==> config.mk <==
export PLATFORM = sky130hd
export DESIGN_NAME = nmr_seg_sequencer
export DESIGN_NICKNAME = d
export VERILOG_FILES = /design/src/rtl/nmr_seg_sequencer.sv
export SDC_FILE = /design/constraint.sdc
export NUM_CORES = 1
export LEC_CHECK = 0
export BUFFER_PORTS_ARGS = -buffer_cell sky130_fd_sc_hd__buf_4
export CELL_PAD_IN_SITES_DETAIL_PLACEMENT = 0
export CELL_PAD_IN_SITES_GLOBAL_PLACEMENT = 2
export CORE_ASPECT_RATIO = 1.5
export CORE_MARGIN = 5
export CORE_UTILIZATION = 36
export DETAILED_ROUTE_END_ITERATION = 12
export HOLD_SLACK_MARGIN = 0.12
export PLACE_DENSITY = 0.86
export SLEW_MARGIN = 20
export SYNTH_ARGS = -nofsm -noshare
export SYNTH_HDL_FRONTEND = slang
export SYNTH_SLANG_ARGS = --single-unit
==> constraint.sdc <==
create_clock -name clk_sys -period 6.9 [get_ports clk_sys]
set_clock_uncertainty 0.1 [all_clocks]
set_input_delay 1.38 -clock clk_sys [delete_from_list [all_inputs] [get_ports clk_sys]]
set_output_delay 1.38 -clock clk_sys [all_outputs]
set_load 0.05 [all_outputs]
==> src/rtl/nmr_seg_sequencer.sv <==
// Segment sequencer for the 5 kHz long-delay timer: walks a table of per-segment
// delays for scan_count scans, arming the timer for every non-zero entry.
module nmr_seg_sequencer #(
  parameter int NUM_SEG = 4,
  parameter int SEG_W   = 2,
  parameter int PARA_W  = 16
) (
  input  logic              clk_sys,
  input  logic              rst_n,
  input  logic              cfg_we,
  input  logic [SEG_W-1:0]  cfg_addr,
  input  logic [PARA_W-1:0] cfg_data,
  input  logic [15:0]       scan_count,
  input  logic              go,
  input  logic              abort,
  input  logic              timeup,
  output logic              timer_start,
  output logic [PARA_W-1:0] timer_para,
  output logic [SEG_W-1:0]  seg_idx,
  output logic              busy,
  output logic              seg_done,
  output logic              scan_done,
  output logic              aborted,
  output logic [15:0]       scans_left
);

  localparam logic [2:0] ST_IDLE = 3'd0;
  localparam logic [2:0] ST_LOAD = 3'd1;
  localparam logic [2:0] ST_ARM  = 3'd2;
  localparam logic [2:0] ST_WAIT = 3'd3;
  localparam logic [2:0] ST_NEXT = 3'd4;
  localparam logic [2:0] ST_DONE = 3'd5;

  localparam logic [SEG_W-1:0] LAST_SEG = SEG_W'(NUM_SEG - 1);

  logic [2:0]        state_q, state_d;
  logic [PARA_W-1:0] seg_tbl_q [NUM_SEG];
  logic [PARA_W-1:0] seg_tbl_d [NUM_SEG];
  logic              timer_start_q, timer_start_d;
  logic [PARA_W-1:0] timer_para_q, timer_para_d;
  logic [SEG_W-1:0]  seg_idx_q, seg_idx_d;
  logic              busy_q, busy_d;
  logic              seg_done_q, seg_done_d;
  logic              scan_done_q, scan_done_d;
  logic              aborted_q, aborted_d;
  logic [15:0]       scans_left_q, scans_left_d;
  logic [PARA_W-1:0] cur_entry_s;

  assign cur_entry_s = seg_tbl_q[seg_idx_q];

  // Next-state logic: table writes, sequencing FSM and abort override.
  always_comb begin
    seg_tbl_d     = seg_tbl_q;
    state_d       = state_q;
    timer_start_d = timer_start_q;
    timer_para_d  = timer_para_q;
    seg_idx_d     = seg_idx_q;
    busy_d        = busy_q;
    seg_done_d    = 1'b0;
    scan_done_d   = 1'b0;
    aborted_d     = 1'b0;
    scans_left_d  = scans_left_q;

    // Configuration is frozen while a sequence runs so the table stays coherent.
    if (cfg_we && !busy_q && (int'(cfg_addr) < NUM_SEG)) begin
      seg_tbl_d[cfg_addr] = cfg_data;
    end else begin
      seg_tbl_d = seg_tbl_q;
    end

    if (abort && (state_q != ST_IDLE)) begin
      state_d       = ST_IDLE;
      timer_start_d = 1'b0;
      busy_d        = 1'b0;
      aborted_d     = 1'b1;
    end else begin
      case (state_q)
        ST_IDLE: begin
          if (go && (scan_count != 16'd0)) begin
            state_d      = ST_LOAD;
            scans_left_d = scan_count;
            seg_idx_d    = {SEG_W{1'b0}};
            busy_d       = 1'b1;
          end else begin
            state_d = ST_IDLE;
          end
        end
        ST_LOAD: begin
          timer_para_d = cur_entry_s;
          if (cur_entry_s == {PARA_W{1'b0}}) begin
            state_d = ST_NEXT;
          end else begin
            state_d = ST_ARM;
          end
        end
        ST_ARM: begin
          timer_start_d = 1'b1;
          state_d       = ST_WAIT;
        end
        ST_WAIT: begin
          if (timeup) begin
            timer_start_d = 1'b0;
            seg_done_d    = 1'b1;
            state_d       = ST_NEXT;
          end else begin
            state_d = ST_WAIT;
          end
        end
        ST_NEXT: begin
          timer_start_d = 1'b0;
          if (seg_idx_q != LAST_SEG) begin
            seg_idx_d = seg_idx_q + {{(SEG_W-1){1'b0}}, 1'b1};
            state_d   = ST_LOAD;
          end else if (scans_left_q > 16'd1) begin
            scans_left_d = scans_left_q - 16'd1;
            seg_idx_d    = {SEG_W{1'b0}};
            state_d      = ST_LOAD;
          end else begin
            scans_left_d = 16'd0;
            state_d      = ST_DONE;
          end
        end
        ST_DONE: begin
          scan_done_d = 1'b1;
          busy_d      = 1'b0;
          state_d     = ST_IDLE;
        end
        default: begin
          state_d       = ST_IDLE;
          timer_start_d = 1'b0;
          busy_d        = 1'b0;
        end
      endcase
    end
  end

  // State and output registers with synchronous active-low reset.
  always_ff @(posedge clk_sys) begin
    if (!rst_n) begin
      state_q       <= ST_IDLE;
      timer_start_q <= 1'b0;
      timer_para_q  <= {PARA_W{1'b0}};
      seg_idx_q     <= {SEG_W{1'b0}};
      busy_q        <= 1'b0;
      seg_done_q    <= 1'b0;
      scan_done_q   <= 1'b0;
      aborted_q     <= 1'b0;
      scans_left_q  <= 16'd0;
      for (int i = 0; i < NUM_SEG; i++) begin
        seg_tbl_q[i] <= {PARA_W{1'b0}};
      end
    end else begin
      state_q       <= state_d;
      timer_start_q <= timer_start_d;
      timer_para_q  <= timer_para_d;
      seg_idx_q     <= seg_idx_d;
      busy_q        <= busy_d;
      seg_done_q    <= seg_done_d;
      scan_done_q   <= scan_done_d;
      aborted_q     <= aborted_d;
      scans_left_q  <= scans_left_d;
      for (int i = 0; i < NUM_SEG; i++) begin
        seg_tbl_q[i] <= seg_tbl_d[i];
      end
    end
  end

  assign timer_start = timer_start_q;
  assign timer_para  = timer_para_q;
  assign seg_idx     = seg_idx_q;
  assign busy        = busy_q;
  assign seg_done    = seg_done_q;
  assign scan_done   = scan_done_q;
  assign aborted     = aborted_q;
  assign scans_left  = scans_left_q;

endmodule

==> flow_metrics.tcl <==
set metrics [dict create \
    outcome "completed" \
    relSlewSlack_pct 28.9 \
    drt_iter0_markers 230 \
    drive_gt1_share_pct 20.8 \
    cts_made_buffers 9 \
    vias_per_cell 5.49 \
    ir_drop_mv 0.146 \
    finalSetupTns_ps 0 \
    synth_ff_type "dfxtp_1" \
    async_flop_share_pct 0 \
    max_freq_mhz 353 \
    dr.pass1.iters 5 \
    path_clk_slew_ps 70 \
    final_nets 678 \
    drc 0 \
    m1WireLength_um 6060 \
    period_minus_slack_ps 2830 \
    clk_path_buf_depth 2 \
    root_buffer "clkbuf_16" \
    vias 4389 \
    pre_cts_ws_ps 3700 \
    cts_tree "done" \
    pwr_density_cell_nw_per_um2 284 \
    synth_top_area_cell "dfxtp_1" \
    syn-cell-area_um2 4780 \
    final.setup.worst_slack_ps 4070 \
    crit_fanout 23 \
    syn_to_final_growth_pct 20.8 \
    post-route-period-util_pct 41.0 \
    grt_max_degree 86 \
    worstPathRequired_ps 7050 \
    worstPathArrival_ps 2980 \
    grt_pass1_wl_um 23800 \
    wl_met2_um 7910 \
    worst_pin_slew_ps 1060 \
    report.final.setup_viol 0 \
    grtUsageTotal_pct 19.1 \
    final-hold-violation-count 0 \
    io_pins 79 \
    antenna_found_initial 0 \
    antennaDiodeCount 0 \
    reg2reg_slack_ps 4070 \
    critPathCapture "scans_left[0]" \
    start_util_pct 36.7 \
    yosys_warnings 0 \
    synth_common_cells "178 x nand2_1, 106 x dfxtp_1, 96 x a21oi_1, 36 x clkbuf_1, 16 x mux4_2" \
    critPathKind "reg2reg" \
    yosys.area.top_type_share_pct 44.4 \
    grt_pass1_vias 4344 \
    ys_seq_area_share_pct 44.4 \
    fp-row-count 51 \
    hpwl_um 10400 \
    avgRoutedWirePerCell_um 18.8 \
    synth-edff-count 0 \
    io_buffers 78 \
    clk_latency_ps 340 \
    total_power_mw 1.64 \
    reg2reg_to "scans_left[0]" \
    p_leak_nw 2.13 \
    totalWireLength_um 15000 \
    reg2reg_depth 4 \
    core_area_um2 13000 \
    ys_ff_latch 106 \
    avgSynthCellArea_um2 8.23 \
    utilization_pct 44.3 \
    die_w_um 104 \
    slew_viol_final 0 \
    start_kind "flip-flop" \
    postCtsSetupRepairBufs 0 \
    globalRouteOverflowTotal 0 \
    cts_sinks 106 \
    dieArea_um2 15700 \
    cts-resized-gates 0 \
    yosysMostFrequentCell "nand2_1" \
    gp_congestion 0.874 \
    drtAntennaViolNets 0 \
    highest_layer "met4" \
    r2r_start "state_q[2]" \
    rsz0062_at_grt "false" \
    hold_buffers 0 \
    htree_levels 3 \
    critPathCaptureType "flip-flop" \
    syn_inst 581 \
    synth_cell_type_count 56 \
    maxCapViolations 0 \
    met3_length_um 724 \
    synthesis.nets 624 \
    hold_class "reg2reg" \
    critPathLaunch "state_q[2]" \
    dieHeight_um 151 \
    yosys-top-cells-area "dfxtp_1 44%, nand2_1 14%, a21oi_1 10%" \
]
-- how the worst min path moves through the flow --
| stage | endpoint | slack (ps) | cells after the start | start |
|---|---|---|---|---|
| after floorplan | seg_tbl_q[16] | 330 | 2 | seg_tbl_q[16] |
| after global placement | seg_tbl_q[29] | 340 | 2 | seg_tbl_q[29] |
| after detailed placement | seg_tbl_q[12] | 350 | 2 | seg_tbl_q[12] |
| after CTS | seg_tbl_q[20] | 360 | 2 | seg_tbl_q[20] |
| after global routing | seg_tbl_q[16] | 370 | 2 | seg_tbl_q[16] |
| final | seg_tbl_q[20] | 350 | 2 | seg_tbl_q[20] |
-- flip-flops by register name (all words and copies together), names as in the netlist --
| register | count |
|---|---|
| aborted | 1 |
| seg_idx | 2 |
| timer_start | 1 |
| state_q | 3 |
| seg_tbl_q | 64 |
| seg_done | 1 |
| timer_para | 16 |
| scans_left | 16 |
| busy | 1 |
| scan_done | 1 |
-- power by group --
part / leakage, nW / total (mW) / internal (mW) / switching (mW)
combinational: 1.11 / 0.391 / 0.133 / 0.259
sequential: 0.861 / 0.690 / 0.647 / 0.0427
clock: 0.163 / 0.560 / 0.329 / 0.231
total: 2.13 / 1.64 / 1.11 / 0.532
-- logic make-up after synthesis --
logic type | Yosys count | share of synthesized area, %
XOR/XNOR | 3 | 0.550
flip-flops | 106 | 44.4
adder cells (fa/ha/maj) | 3 | 0.785
AND/OR/NAND/NOR | 256 | 24.1
buffers and inverters | 47 | 4.08
AO/OA/AOI/OAI | 148 | 18.2
multiplexers | 18 | 7.96
-- stage by stage --
stage / std cells / hold slack [ps] / instance area [um^2]
global route: 799 / 371 / 5770
finish: 799 / 355 / 5770
CTS: 799 / 356 / 5770
global placement: 783 / 339 / 5450
detailed placement: 783 / 346 / 5450
floorplan: 581 / 333 / 4780
-- critical path: stages (launching register included) --
cell and delay (ps):
dfxtp_1 560, or3b_1 720, a31oi_1 910, a221oi_1 170
a211oi_1 270
-- per-layer routing --
layer / up-vias / global-route usage (%)
met3: 20 / 3.24
met4: 0 / 6.68
met5: - / 0
li1: 2152 / -
met2: 123 / 35.2
met1: 2094 / 22.2
-- placed cells by master, fill, tap and decap left out, types with 5 or more instances in the layout --
cell and count:
nand2_1 178, dfxtp_1 106, a21oi_1 96, buf_4 85
mux4_2 16, nor2_1 15, nor4_1 12, o21ai_0 12
nor3_1 10, clkbuf_16 9, nand3_1 6, o21ai_1 5
a221oi_1 5
-- layout make-up --
| type | instances | area [um^2] |
|---|---|---|
| well taps | 159 | 199 |
| multi-input cells | 428 | 2470 |
| clock inverters | 6 | 87.6 |
| repair buffers | 85 | 638 |
| clock buffers | 10 | 239 |
| inverters | 5 | 18.8 |
| flip-flops and latches | 106 | 2120 |
| fillers | 1336 | 7240 |
Note: power is estimated with default switching activity, not from simulation.
